## src/rtl/id_ex_skid_stage.sv

```systemverilog
// ID->EX pipeline register: 2-entry skid buffer (main + skid) carrying instr, link address and NUM_CH operands.
// Latency: 1 cycle from accept to out_*; full throughput when out_ready stays high.
// Backpressure: in_ready is registered (low only when both entries are held); flush empties the stage.
module id_ex_skid_stage #(
    parameter int          NUM_CH    = 3,
    parameter int          DATA_W    = 32,
    parameter int          PC_W      = 32,
    parameter int          LINK_OFF  = 4,
    parameter logic [31:0] NOP_INSTR = 32'h0,
    parameter int          CNT_W     = 16
) (
    input  logic                     clk,
    input  logic                     reset,
    input  logic                     flush,
    input  logic                     in_valid,
    output logic                     in_ready,
    input  logic [31:0]              in_instr,
    input  logic [PC_W-1:0]          in_pc_plus4,
    input  logic [NUM_CH*DATA_W-1:0] in_data,
    output logic                     out_valid,
    input  logic                     out_ready,
    output logic [31:0]              out_instr,
    output logic [PC_W-1:0]          out_pc_plus8,
    output logic [NUM_CH*DATA_W-1:0] out_data,
    output logic [1:0]               occupancy,
    output logic [CNT_W-1:0]         bubble_cnt
);

    localparam int DW = NUM_CH * DATA_W;

    // State encoding doubles as the entry count.
    localparam logic [1:0] S_EMPTY = 2'd0;
    localparam logic [1:0] S_ONE   = 2'd1;
    localparam logic [1:0] S_TWO   = 2'd2;

    logic [1:0]      state;
    logic [1:0]      state_nxt;
    logic            accept;
    logic            consume;
    logic            main_from_in;
    logic            main_from_skid;
    logic            skid_from_in;
    logic [PC_W-1:0] in_link;

    logic [31:0]     main_instr;
    logic [PC_W-1:0] main_link;
    logic [DW-1:0]   main_data;
    logic [31:0]     skid_instr;
    logic [PC_W-1:0] skid_link;
    logic [DW-1:0]   skid_data;

    assign accept    = in_valid & in_ready;
    assign consume   = out_valid & out_ready;
    assign out_valid = (state != S_EMPTY);
    assign occupancy = state;

    // Link address is formed once at capture so the output path is a plain register.
    assign in_link = in_pc_plus4 + PC_W'(LINK_OFF);

    // Bubble values are forced whenever main does not hold a live entry, so stale payload never leaks.
    assign out_instr    = out_valid ? main_instr : NOP_INSTR;
    assign out_pc_plus8 = out_valid ? main_link  : '0;
    assign out_data     = out_valid ? main_data  : '0;

    // Next-state and entry-load decisions; flush overrides any same-cycle accept/consume.
    always_comb begin
        state_nxt      = state;
        main_from_in   = 1'b0;
        main_from_skid = 1'b0;
        skid_from_in   = 1'b0;
        if (flush) begin
            state_nxt = S_EMPTY;
        end else begin
            case (state)
                S_EMPTY: begin
                    if (accept) begin
                        state_nxt    = S_ONE;
                        main_from_in = 1'b1;
                    end
                end
                S_ONE: begin
                    if (accept && consume) begin
                        main_from_in = 1'b1;
                    end else if (accept) begin
                        state_nxt    = S_TWO;
                        skid_from_in = 1'b1;
                    end else if (consume) begin
                        state_nxt = S_EMPTY;
                    end
                end
                S_TWO: begin
                    if (consume) begin
                        state_nxt      = S_ONE;
                        main_from_skid = 1'b1;
                    end
                end
                default: state_nxt = S_EMPTY;
            endcase
        end
    end

    // Control state; in_ready is registered from the next occupancy so it never sees out_ready combinationally.
    always_ff @(posedge clk or posedge reset) begin
        if (reset) begin
            state    <= S_EMPTY;
            in_ready <= 1'b1;
        end else begin
            state    <= state_nxt;
            in_ready <= (state_nxt != S_TWO);
        end
    end

    // Entry storage: main is the output entry, skid holds the overflow entry.
    always_ff @(posedge clk or posedge reset) begin
        if (reset) begin
            main_instr <= NOP_INSTR;
            main_link  <= '0;
            main_data  <= '0;
            skid_instr <= NOP_INSTR;
            skid_link  <= '0;
            skid_data  <= '0;
        end else begin
            if (main_from_in) begin
                main_instr <= in_instr;
                main_link  <= in_link;
                main_data  <= in_data;
            end else if (main_from_skid) begin
                main_instr <= skid_instr;
                main_link  <= skid_link;
                main_data  <= skid_data;
            end
            if (skid_from_in) begin
                skid_instr <= in_instr;
                skid_link  <= in_link;
                skid_data  <= in_data;
            end
        end
    end

    // Saturating count of cycles where EX was ready but had nothing to execute.
    always_ff @(posedge clk or posedge reset) begin
        if (reset) begin
            bubble_cnt <= '0;
        end else if (!out_valid && out_ready && (bubble_cnt != {CNT_W{1'b1}})) begin
            bubble_cnt <= bubble_cnt + 1'b1;
        end
    end

endmodule

```

## config.mk

```make
export PLATFORM = sky130hd
export DESIGN_NAME = id_ex_skid_stage
export DESIGN_NICKNAME = d
export VERILOG_FILES = /design/src/rtl/id_ex_skid_stage.sv
export SDC_FILE = /design/constraint.sdc
export NUM_CORES = 1
export LEC_CHECK = 0
export CAP_MARGIN = 20
export CORE_ASPECT_RATIO = 1.5
export CORE_MARGIN = 2
export CORE_UTILIZATION = 50
export CTS_CLUSTER_DIAMETER = 120
export DETAILED_ROUTE_END_ITERATION = 8
export PLACE_DENSITY = 0.81
export SETUP_SLACK_MARGIN = 0.2
export SYNTH_ARGS = -nofsm -noshare
export SYNTH_HDL_FRONTEND = slang
export SYNTH_SLANG_ARGS = --single-unit
```

## constraint.sdc

```tcl
create_clock -name clk -period 25.8 [get_ports clk]
set_input_delay 3.87 -clock clk [delete_from_list [all_inputs] [get_ports clk]]
set_output_delay 3.87 -clock clk [all_outputs]
set_load 0.02 [all_outputs]
```

==> results of run 1 <==
## registers in the layout (all words and copies together), names as in the netlist
register,flops
skid_instr,32
main_data,96
skid_link,32
main_link,32
main_instr,32
occupancy,2
in_ready,1
skid_data,96
bubble_cnt,16
## cells in the final DEF (no fill, tap or decap), types with 5 or more instances in the layout
master,synthesis,layout
nor2b_1,29,29
nand3_1,17,17
o21ai_0,30,30
xor2_1,23,23
clkdlybuf4s50_1,0,344
and2_1,160,160
nand4_1,17,17
a211oi_1,26,26
a22oi_1,131,131
clkbuf_1,82,8
inv_1,7,6
and3_1,8,8
a21oi_1,26,26
dfrtp_1,338,338
mux2_2,132,132
buf_4,0,8
nor3_1,5,5
diode_2,0,5
clkbuf_16,0,35
nand2_1,305,304
xnor2_1,21,21
nor2_1,19,17
## layout make-up
cell class / instances / share of cell area [%]
flip-flops and latches: 339 / 42.5
repair buffers: 356 / 17.9
well taps: 395 / 2.48
clock buffers: 47 / 4.82
diodes: 5 / 0.0627
inverters: 7 / 0.169
clock inverters: 11 / 0.790
multi-input cells: 974 / 31.3
## path summary, 6_finish.rpt
path,to,depth (start not counted)
max in group asynchronous,main_instr[24],4
worst max-delay path,out_pc_plus8[10],4
worst min register to register,main_instr[27],2
worst max register to register,main_data[56],8
min in group asynchronous,main_data[23],2
worst min-delay path,main_instr[27],2
## through the flow
stage	setup slack (ns)	power, mW	utilization [%]	area (µm²)	instances
after CTS	18.51	1.56	67.3	19900	2127
after floorplan	12.54	0.912	-	15100	1412
after global placement	18.74	1.03	63.5	18800	2069
after detailed placement	18.69	1.05	63.5	18800	2069
after global routing	18.39	1.62	67.5	20000	2134
final	18.56	1.54	67.5	20000	2134
## report_power, final
part           total [mW]  switching, mW  internal, mW
clock               0.499          0.206         0.293
combinational       0.321          0.154         0.166
sequential          0.724         0.0661         0.658
total                1.54          0.427          1.12
## worst reg2reg max path: cells and delay by family (launching register included)
kind          cells  cell delay, ns
simple gates      5            0.85
flops             1            0.47
buf+inv           3            1.68
## logic make-up after synthesis
| kind of cell | share of synthesized area [%] |
|---|---|
| and+or+nand+nor | 18.5 |
| buffers and inverters | 2.47 |
| muxes | 9.87 |
| DFF | 56.3 |
| AOI/OAI and AO/OA | 10.1 |
| adders and majority gates | 0.166 |
| xor gates and xnor gates | 2.56 |
## layer usage
| layer | share of wire [%] | routed length (µm) |
|---|---|---|
| met5 | 0 | 0 |
| met4 | 5.0 | 2010 |
| met3 | 5.2 | 2060 |
| met2 | 52 | 20800 |
| met1 | 38 | 15000 |
==> metrics.md, run 1 <==
| Metric | Value |
|---|---|
| DR pass1 iterations | `6` |
| Vias | `11800` |
| Layout cell share with drive strength beyond 1 | `11.7%` |
| Core area | `29600 µm²` |
| Post-synth top flop | `dfrtp_1` |
| Min-Delay Startpoint | `main_instr[27]` |
| Pwr/cell area | `77.3 nW/µm²` |
| IO Port Bufs | `344` |
| First-pass GRT wire length | `64000 µm` |
| CP cell instances | `or2_4 > buf_4 > and2_1 > clkdlybuf4s50_1` |
| Initial antenna violation count | `5` |
| Cell count after synthesis | `1412` |
| Area delta synth->final | `32.5%` |
| Worst Hold Class | `reg -> reg` |
| Largest net degree at the start of global routing | `188` |
| Period utilization | `28.1%` |
| Area contributors post-synth | `dfrtp_1 56%, mux2_2 9.9%, nand2_1 7.6%` |
| Number of enable flip-flop cells after synthesis | `0` |
| CP Capture Type | `output port` |
| Final Max Slew Viols | `0` |
| FF-to-FF Start | `occupancy[1]` |
| Synth top area share | `56.2%` |
| YS warnings | `0` |
| Clock Latency Late Sink | `0.53 ns` |
| DRC Markers | `0` |
| I/O pin cnt | `345` |
| Avg Inst Size Synth | `10.7 µm²` |
| Met2 Usage GRT | `42.9%` |
| Die Ht | `217 µm` |
| CTS Sinks | `339` |
| Clock skew | `0.0128 ns` |
| Worst-Margin Slew | `1.12 ns` |
| Htree depth | `2` |
| CTS buffer count | `34` |
| Number of global-route vias before repair | `12100` |
| Detailed Place HPWL | `25500 µm` |
| Crit path max-delay cell type | `buf_4` |
| Setup TNS | `0 ns` |
| Clock-pin slew on the worst setup and hold paths | `0.06 ns` |
| Count leader, synth | `dfrtp_1` |
| GR Layer Usage met3 | `3.89%` |
| Flop2flop setup slack | `22.73 ns` |
| Congestion Overflow GR | `0` |
| Nets | `1879` |
| WP data required | `21.93 ns` |
| Area of the multi-input gates | `6240 µm²` |
| Crit start category | `flop` |
| Leakage | `8.83 nW` |
| Min Tclk post-route | `7.24 ns` |
| Vias per std cell | `5.51` |
| Hold WS | `0.463 ns` |
| Global routing's busiest layer | `met2` |
| Worst path bufs/invs | `2` |
| DRT iter0 DRCs | `788` |
| GPL Wtd Cong | `0.852` |
| Final-report setup violation count | `0` |
| Critical path class | `reg -> out` |
| Synthesized cell area | `15100 µm²` |
| Max incr delay on CP | `0.70 ns` |
| Routed len/inst | `18.7 µm` |
| Sequential Area | `8480 µm²` |
| Filler cells | `2225` |
| Post-route ant nets | `0` |
| WP data arrival | `3.37 ns` |
| Met1 Track Usage GR | `30.4%` |
| Post-CTS Hold Buffers | `0` |
| Post-CTS Setup Inserts | `0` |
| Ys async rst share | `100%` |
| Sequential fraction of the synthesis area | `56.3%` |
| Largest area contributor in the netlist | `dfrtp_1` |
| Fmax | `138 MHz` |
| Commonest cells in the netlist | `338 x dfrtp_1, 305 x nand2_1, 160 x and2_1` |
| Syn Nets | `1579` |
| Status | `finished clean` |
| Max-Cap Viols | `0` |
| Die width | `146 µm` |
| Yosys reg bits | `339` |
| Die area | `31600 µm²` |
| Top Family by Delay on Critical Path | `buffers and inverters` |
| # rows | `77` |
| Slew margin rel. | `25.6%` |
| Hold Vio Cnt, Final | `0` |
| Clk root buf | `clkbuf_16` |
| Final wirelength | `39900 µm` |
| CP max FO | `89` |
| Post-CTS sizing | `0` |
| VDD IR max | `0.0576 mV` |
| RSZ-0062 raised after global routing | `false` |
| CTS tree | `done` |
| Initial Util | `50.9%` |
| Worst setup path start | `occupancy[1]` |
| Synth unique cells | `35` |
| Bufs on Longest Clock Path | `3` |
| Total global-route track usage | `25.0%` |
Power figures use the tool's default switching activity.
==> run 2, diff against run 1 <==
Settings changed: CORE_UTILIZATION 50 to 46, PLACE_DENSITY 0.81 to 0.78.
Clock period 25.8 ns to 5.9 ns, I/O delays scaled along.
==> run 2 against run 1 <==
Wire length grew 2.3%. Global-route usage shrank 1.4 points. First-iteration DRC count shrank 1.4%. Sequential share of layout area shrank 0.19 points. Sequential power grew to 4.4 times the previous value.
==> metrics.md, run 2 (same netlist as run 1, synthesis figures left out) <==
| Metric | Value |
|---|---|
| IO Port Bufs | `344 (unchanged)` |
| GPL Wtd Cong | `0.818 (-4.0%)` |
| DRT iter0 DRCs | `777 (-1.4%)` |
| DR pass1 iterations | `5 (-1)` |
| Period utilization | `66.3%` |
| Initial antenna violation count | `9 (+4)` |
| Congestion Overflow GR | `0 (unchanged)` |
| Final Power | `6.80 mW (+340%)` |
| Vias | `11800 (+0.16%)` |
| CTS buffer count | `35 (+2.9%)` |
| Top Registers | `main_data: 96 flops, skid_data: 96 flops` |
| Max incr delay on CP | `0.62 ns (-0.08 ns)` |
| Hold Vio Cnt, Final | `0 (unchanged)` |
| Design Area, Final | `20000 µm² (+0.45%)` |
| Nets | `1882 (+0.16%)` |
| Dpl cell area | `18900 µm² (+0.47%)` |
| Core area | `32400 µm² (+9.6%)` |
| Final Max Slew Viols | `0 (unchanged)` |
| Levels on crit path | `4 (unchanged)` |
| I/O pin cnt | `345 (unchanged)` |
| CP cell instances | `or2_4 > buf_4 > and2_1 > clkdlybuf4s50_1` |
| Dpl cells | `2093 (+1.2%)` |
| Worst path bufs/invs | `2 (unchanged)` |
| Clock Latency Late Sink | `0.52 ns (about the same)` |
| Worst Hold Class | `reg -> reg` |
| Area delta synth->final | `33.1%` |
| CP Capture Type | `output port` |
| Largest net degree at the start of global routing | `163 (-13%)` |
| Total global-route track usage | `23.6% (-1.4 points)` |
| Setup TNS | `0 ns (unchanged)` |
| Clock skew | `0.0136 ns (+0.000788 ns)` |
| Post-CTS Hold Buffers | `0 (unchanged)` |
| Detailed Place HPWL | `26100 µm (+2.5%)` |
| Post-route ant nets | `0 (unchanged)` |
| Worst hold path depth | `2 (unchanged)` |
| Final-report setup violation count | `0 (unchanged)` |
| Worst reg2reg path endpoint | `main_data[30]` |
| Crit path max-delay cell type | `clkdlybuf4s50_1` |
| Max-Cap Viols | `0 (unchanged)` |
| Clock-pin slew on the worst setup and hold paths | `0.06 ns (about the same)` |
| # rows | `81 (+5.2%)` |
| Pwr/cell area | `339 nW/µm² (+340%)` |
| CTS tree | `done` |
| Filler cells | `2628 (+18%)` |
| Top Family by Delay on Critical Path | `buffers and inverters` |
| Clk root buf | `clkbuf_16` |
| Final Non-Filler Cells | `2159 (+1.2%)` |
| Die area | `34200 µm² (+8.5%)` |
| FF-to-FF Start | `in_ready` |
| Area of the multi-input gates | `6240 µm² (unchanged)` |
| Sequential Area | `8480 µm² (unchanged)` |
| Min Tclk post-route | `3.91 ns` |
| Initial Util | `46.4% (-4.5 points)` |
| Most frequent cells in the layout | `344 x clkdlybuf4s50_1, 338 x dfrtp_1, 304 x nand2_1` |
| Most common cell after layout, fill and taps aside | `clkdlybuf4s50_1` |
| Status | `finished clean` |
| Post-CTS Setup Inserts | `0 (unchanged)` |
| VDD IR max | `0.212 mV (+270%)` |
| Die width | `152 µm (+4.1%)` |
| CTS Sinks | `339 (unchanged)` |
| Worst setup path start | `occupancy[1]` |
| Critical path class | `reg -> out` |
| Worst-Margin Slew | `1.01 ns (-0.104 ns)` |
| Slew margin rel. | `32.0% (+6.3 points)` |
| Leakage | `8.87 nW (+0.46%)` |
| Die Ht | `226 µm (+4.2%)` |
| Final wirelength | `40800 µm (+2.3%)` |
| Crit start category | `flop` |
| FF-to-FF path depth | `6 (-2)` |
| CP max FO | `72 (-19%)` |
| DRC Markers | `0 (unchanged)` |
| WP data required | `5.02 ns (-16.91 ns)` |
| Bufs on Longest Clock Path | `3 (unchanged)` |
| Vias per std cell | `5.45 (-1.0%)` |
| RSZ-0062 raised after global routing | `false` |
| Routed len/inst | `18.9 µm (+1.1%)` |
| Htree depth | `2 (unchanged)` |
| Flop2flop setup slack | `3.13 ns (-19.60 ns)` |
| Number of global-route vias before repair | `12000 (-0.51%)` |
| WP data arrival | `3.03 ns (-0.34 ns)` |
| Layout cell share with drive strength beyond 1 | `12.0% (+0.28 points)` |
| First-pass GRT wire length | `63800 µm (-0.41%)` |
| Crit path capture | `out_instr[19]` |
| Fmax | `255 MHz` |
| Post-CTS sizing | `0 (unchanged)` |
==> run 2: cell types whose count changed in the layout (fill, tap and decap cells not counted), moves of 2 or more <==
cell,change
buf_12,+3
clkbuf_1,-4
clkbuf_16,+2
clkbuf_8,-2
clkinv_2,+6
diode_2,+4
==> run 2: final cells by class <==
| class | instances | area share, % |
|---|---|---|
| Clock buffer | 43 | 4.83 |
| Sequential cell | 339 | 42.3 |
| Multi-Input combinational cell | 974 | 31.1 |
| Tap cell | 415 | 2.59 |
| Timing Repair Buffer | 358 | 18.0 |
| Inverter | 7 | 0.150 |
| Clock inverter | 14 | 0.868 |
| Antenna cell | 9 | 0.112 |
==> run 2: stage by stage <==
stage | setup WS [ns] | hold WS (ns) | utilization, %
2_1_floorplan | 0.483 | 0.438 | -
3_3_place_gp | 2.40 | 0.449 | 58.2
3_5_place_dp | 2.36 | 0.454 | 58.2
4_1_cts | 1.94 | 0.469 | 61.7
5_1_grt | 1.81 | 0.485 | 61.8
6_report | 1.99 | 0.465 | 61.8
==> run 2: power breakdown <==
| part | switching, mW | total, mW | internal [mW] |
|---|---|---|---|
| sequential | 0.291 | 3.17 | 2.88 |
| combinational | 0.675 | 1.40 | 0.728 |
| clock | 0.893 | 2.23 | 1.34 |
| total | 1.86 | 6.80 | 4.94 |
==> run 2: worst min-delay path, stage by stage (launching register included) <==
cell and delay, ns:
dfrtp_1 0.33, nand2_1 0.05, nand2_1 0.05
==> run 2: worst min path at each step <==
stage / start / to / slack [ns]
final: main_instr[12] / main_instr[12] / 0.47
after global routing: main_data[51] / main_data[51] / 0.48
after CTS: main_data[3] / main_data[3] / 0.47
after detailed placement: main_data[27] / main_data[27] / 0.45
after global placement: main_instr[26] / main_instr[26] / 0.45
after floorplan: main_data[0] / main_data[0] / 0.44
==> run 2: metal layers <==
layer  up-vias  wire [µm]  GRT usage [%]  share of wire [%]
li1       5436          -              -                  -
met1      5842      15500           29.0                 38
met2       393      21100           40.0                 52
met3       105       2290           4.06                5.6
met4         0       1940           11.7                4.7
met5         -          0              0                  0
==> RTL edit, RTL diff (settings of run 2) <==
Register the output `bubble_cnt` once more, without a reset; this adds one clock of latency there. The other outputs are not delayed to match.
--- a/src/rtl/id_ex_skid_stage.sv
+++ b/src/rtl/id_ex_skid_stage.sv
@@ -32,6 +32,8 @@
     localparam logic [1:0] S_EMPTY = 2'd0;
     localparam logic [1:0] S_ONE   = 2'd1;
     localparam logic [1:0] S_TWO   = 2'd2;
+
+    logic [CNT_W-1:0] bubble_cnt_s0;
 
     logic [1:0]      state;
     logic [1:0]      state_nxt;
@@ -140,10 +142,14 @@
     // Saturating count of cycles where EX was ready but had nothing to execute.
     always_ff @(posedge clk or posedge reset) begin
         if (reset) begin
-            bubble_cnt <= '0;
-        end else if (!out_valid && out_ready && (bubble_cnt != {CNT_W{1'b1}})) begin
-            bubble_cnt <= bubble_cnt + 1'b1;
+            bubble_cnt_s0 <= '0;
+        end else if (!out_valid && out_ready && (bubble_cnt_s0 != {CNT_W{1'b1}})) begin
+            bubble_cnt_s0 <= bubble_cnt_s0 + 1'b1;
         end
+    end
+
+    always_ff @(posedge clk) begin
+        bubble_cnt <= bubble_cnt_s0;
     end
 
 endmodule
Function: changed (a bounded check fails within 4 cycles, from zero or initial values and one cycle with reset high).
==> RTL edit against run 2 <==
- area after synthesis rose by 2.9%
- worst setup slack got worse by 0.39 ns
- power rose by 3.8%
- critical path depth rose by 1
- hold slack got worse by 0.039 ns
- wire length fell by 3.1%
- design area rose by 2.2%
- sequential cell count rose by 16
- critical endpoint is now out_data[23]
- largest cell class unchanged
==> RTL edit: results (changes against run 2) <==
----------------------------------------------------
[Outcome]
  Run status ... finished clean

[Pwr]
  Total leakage power ... 9.07 nW (+2.2%)
  Internal power contribution ... 5.17 mW (+4.6%)
  Peak ir drop on the vdd network ... 0.290 mV (+37%)

[Timing]
  Fin crit share ... 72.9% (+6.6 points)
  Worst setup skew after layout ... 0.0128 ns (-0.000827 ns)
  Worst slew margin relative to its limit ... 33.7% (+1.7 points)

[Setup path]
  Launch point of the critical path ... occupancy[1]
  End of the critical path ... out_data[23]
  CP max-delay cell ... clkinv_2
  Depth of the worst register-to-register path ... 5 (-1)
  Reg2Reg Setup Slack ... 3.40 ns (+0.27 ns)
  Crit-path max FO ... 81 (+13%)
  Reg-to-reg endpoint ... skid_data[79]
  Maximum cell stage delay along the critical path ... 0.78 ns (+0.16 ns)

[Final layout]
  Top Registers ... main_data (96), skid_data (96)
  Nets@finish ... 1885 (+0.16%)
  Fill cell instance count of the final layout ... 2651 (+0.88%)

[Synth]
  Synthesized net count ... 1586 (+0.44%)
  Cells after synthesis ... 1419 (+0.50%)
  Post-synth top cells ... dfrtp_1 (338), nand2_1 (308), and2_1 (160), a22oi_1 (134), mux2_2 (125)
  Share of synthesized flip-flops with an asynchronous set or reset ... 95.5% (-4.5 points)
  Synth area leaders ... dfrtp_1 (55%), mux2_2 (9.1%), nand2_1 (7.5%)
  Number of distinct library cells after synthesis ... 48 (+37%)
  Post-synthesis share of cell area spent on xor and xnor gates ... 2.49% (-0.073 points)
  Synthesized-area fraction occupied by ao, oa, aoi and oai cells ... 9.62% (-0.47 points)

[Min path]
  Hold Path Cell Cnt ... 0 (-2)
  Hold path startpoint ... bubble_cnt_s0[13]

[Routing]
  Initial drt markers ... 770 (-0.90%)
  Post-DR wirelength/cell ... 18.2 um (-3.5%)
  Final routed wirelength across all metal layers ... 39.5 mm (-3.1%)
  Total vias in the final route ... 11.6k (-1.4%)

[Place]
  Dpl ws ... 2.09 ns (-0.271 ns)
  Placer Congestion ... 0.835 (+2.1%)
  Count of placed standard cells including taps ... 2100 (+0.33%)
  Placed Instance Area ... 19200 um2 (+1.8%)

[Global routing]
  Maximum number of pins on one net before global-route repair ... 183 (+12%)
  Initial antenna violation count ... 6 (-3)
  First-pass GRT wire length ... 63.5 mm (-0.43%)

----------------------------------------------------
RTL edit: changes by cell type in the layout (fill, tap and decap cells not counted), moves of 6 or more:
cell,before,now
nand4_1,17,10
o21ai_0,30,19
nor2b_1,29,23
mux2_1,0,10
a21oi_1,26,20
mux2_2,132,125
buf_4,9,3
o21ai_1,0,13
dfxtp_1,0,16
RTL edit: metal layers:
metal / share of wire (%) / vias to the layer above / GRT usage [%]
met5: 0 / - / 0
met4: 4.4 / 0 / 10.2
met3: 5.3 / 94 / 4.13
met2: 51 / 359 / 38.8
met1: 39 / 5733 / 26.9
li1: - / 5426 / -
RTL edit: final cells by class:
| class | count | area [um2] | area share (%) |
|---|---|---|---|
| Antenna cell | 6 | 15.0 | 0.0733 |
| Clock buffer | 48 | 1030 | 5.01 |
| Clock inverter | 13 | 195 | 0.952 |
| Inverter | 6 | 27.5 | 0.134 |
| Multi-Input combinational cell | 966 | 6290 | 30.7 |
| Sequential cell | 355 | 8800 | 43.0 |
| Tap cell | 420 | 526 | 2.56 |
| Timing Repair Buffer | 354 | 3610 | 17.6 |
RTL edit: power groups by stage:
stage               sequential (mW)  combinational, mW  clock [mW]
global placement               3.32               1.34           0
finish                         3.32               1.38        2.36
detailed placement             3.36               1.38           0
floorplan                      3.28              0.843           0
CTS                            3.32               1.39        2.42
global route                   3.39               1.51        2.52
RTL edit: per-stage QoR:
stage                     utilization [%]  hold WS, ns
after floorplan                         -        0.379
after global placement               57.7        0.410
after detailed placement             57.7        0.408
after CTS                            61.3        0.429
after global routing                 61.5        0.451
final                                61.5        0.426
RTL edit: worst reg2reg max path, cell delays in order (launching register included):
cell,delay (ns)
dfstp_2,0.53
nand2_1,0.14
nor3b_2,0.31
nand2_4,0.44
buf_4,0.56
mux2_1,0.41
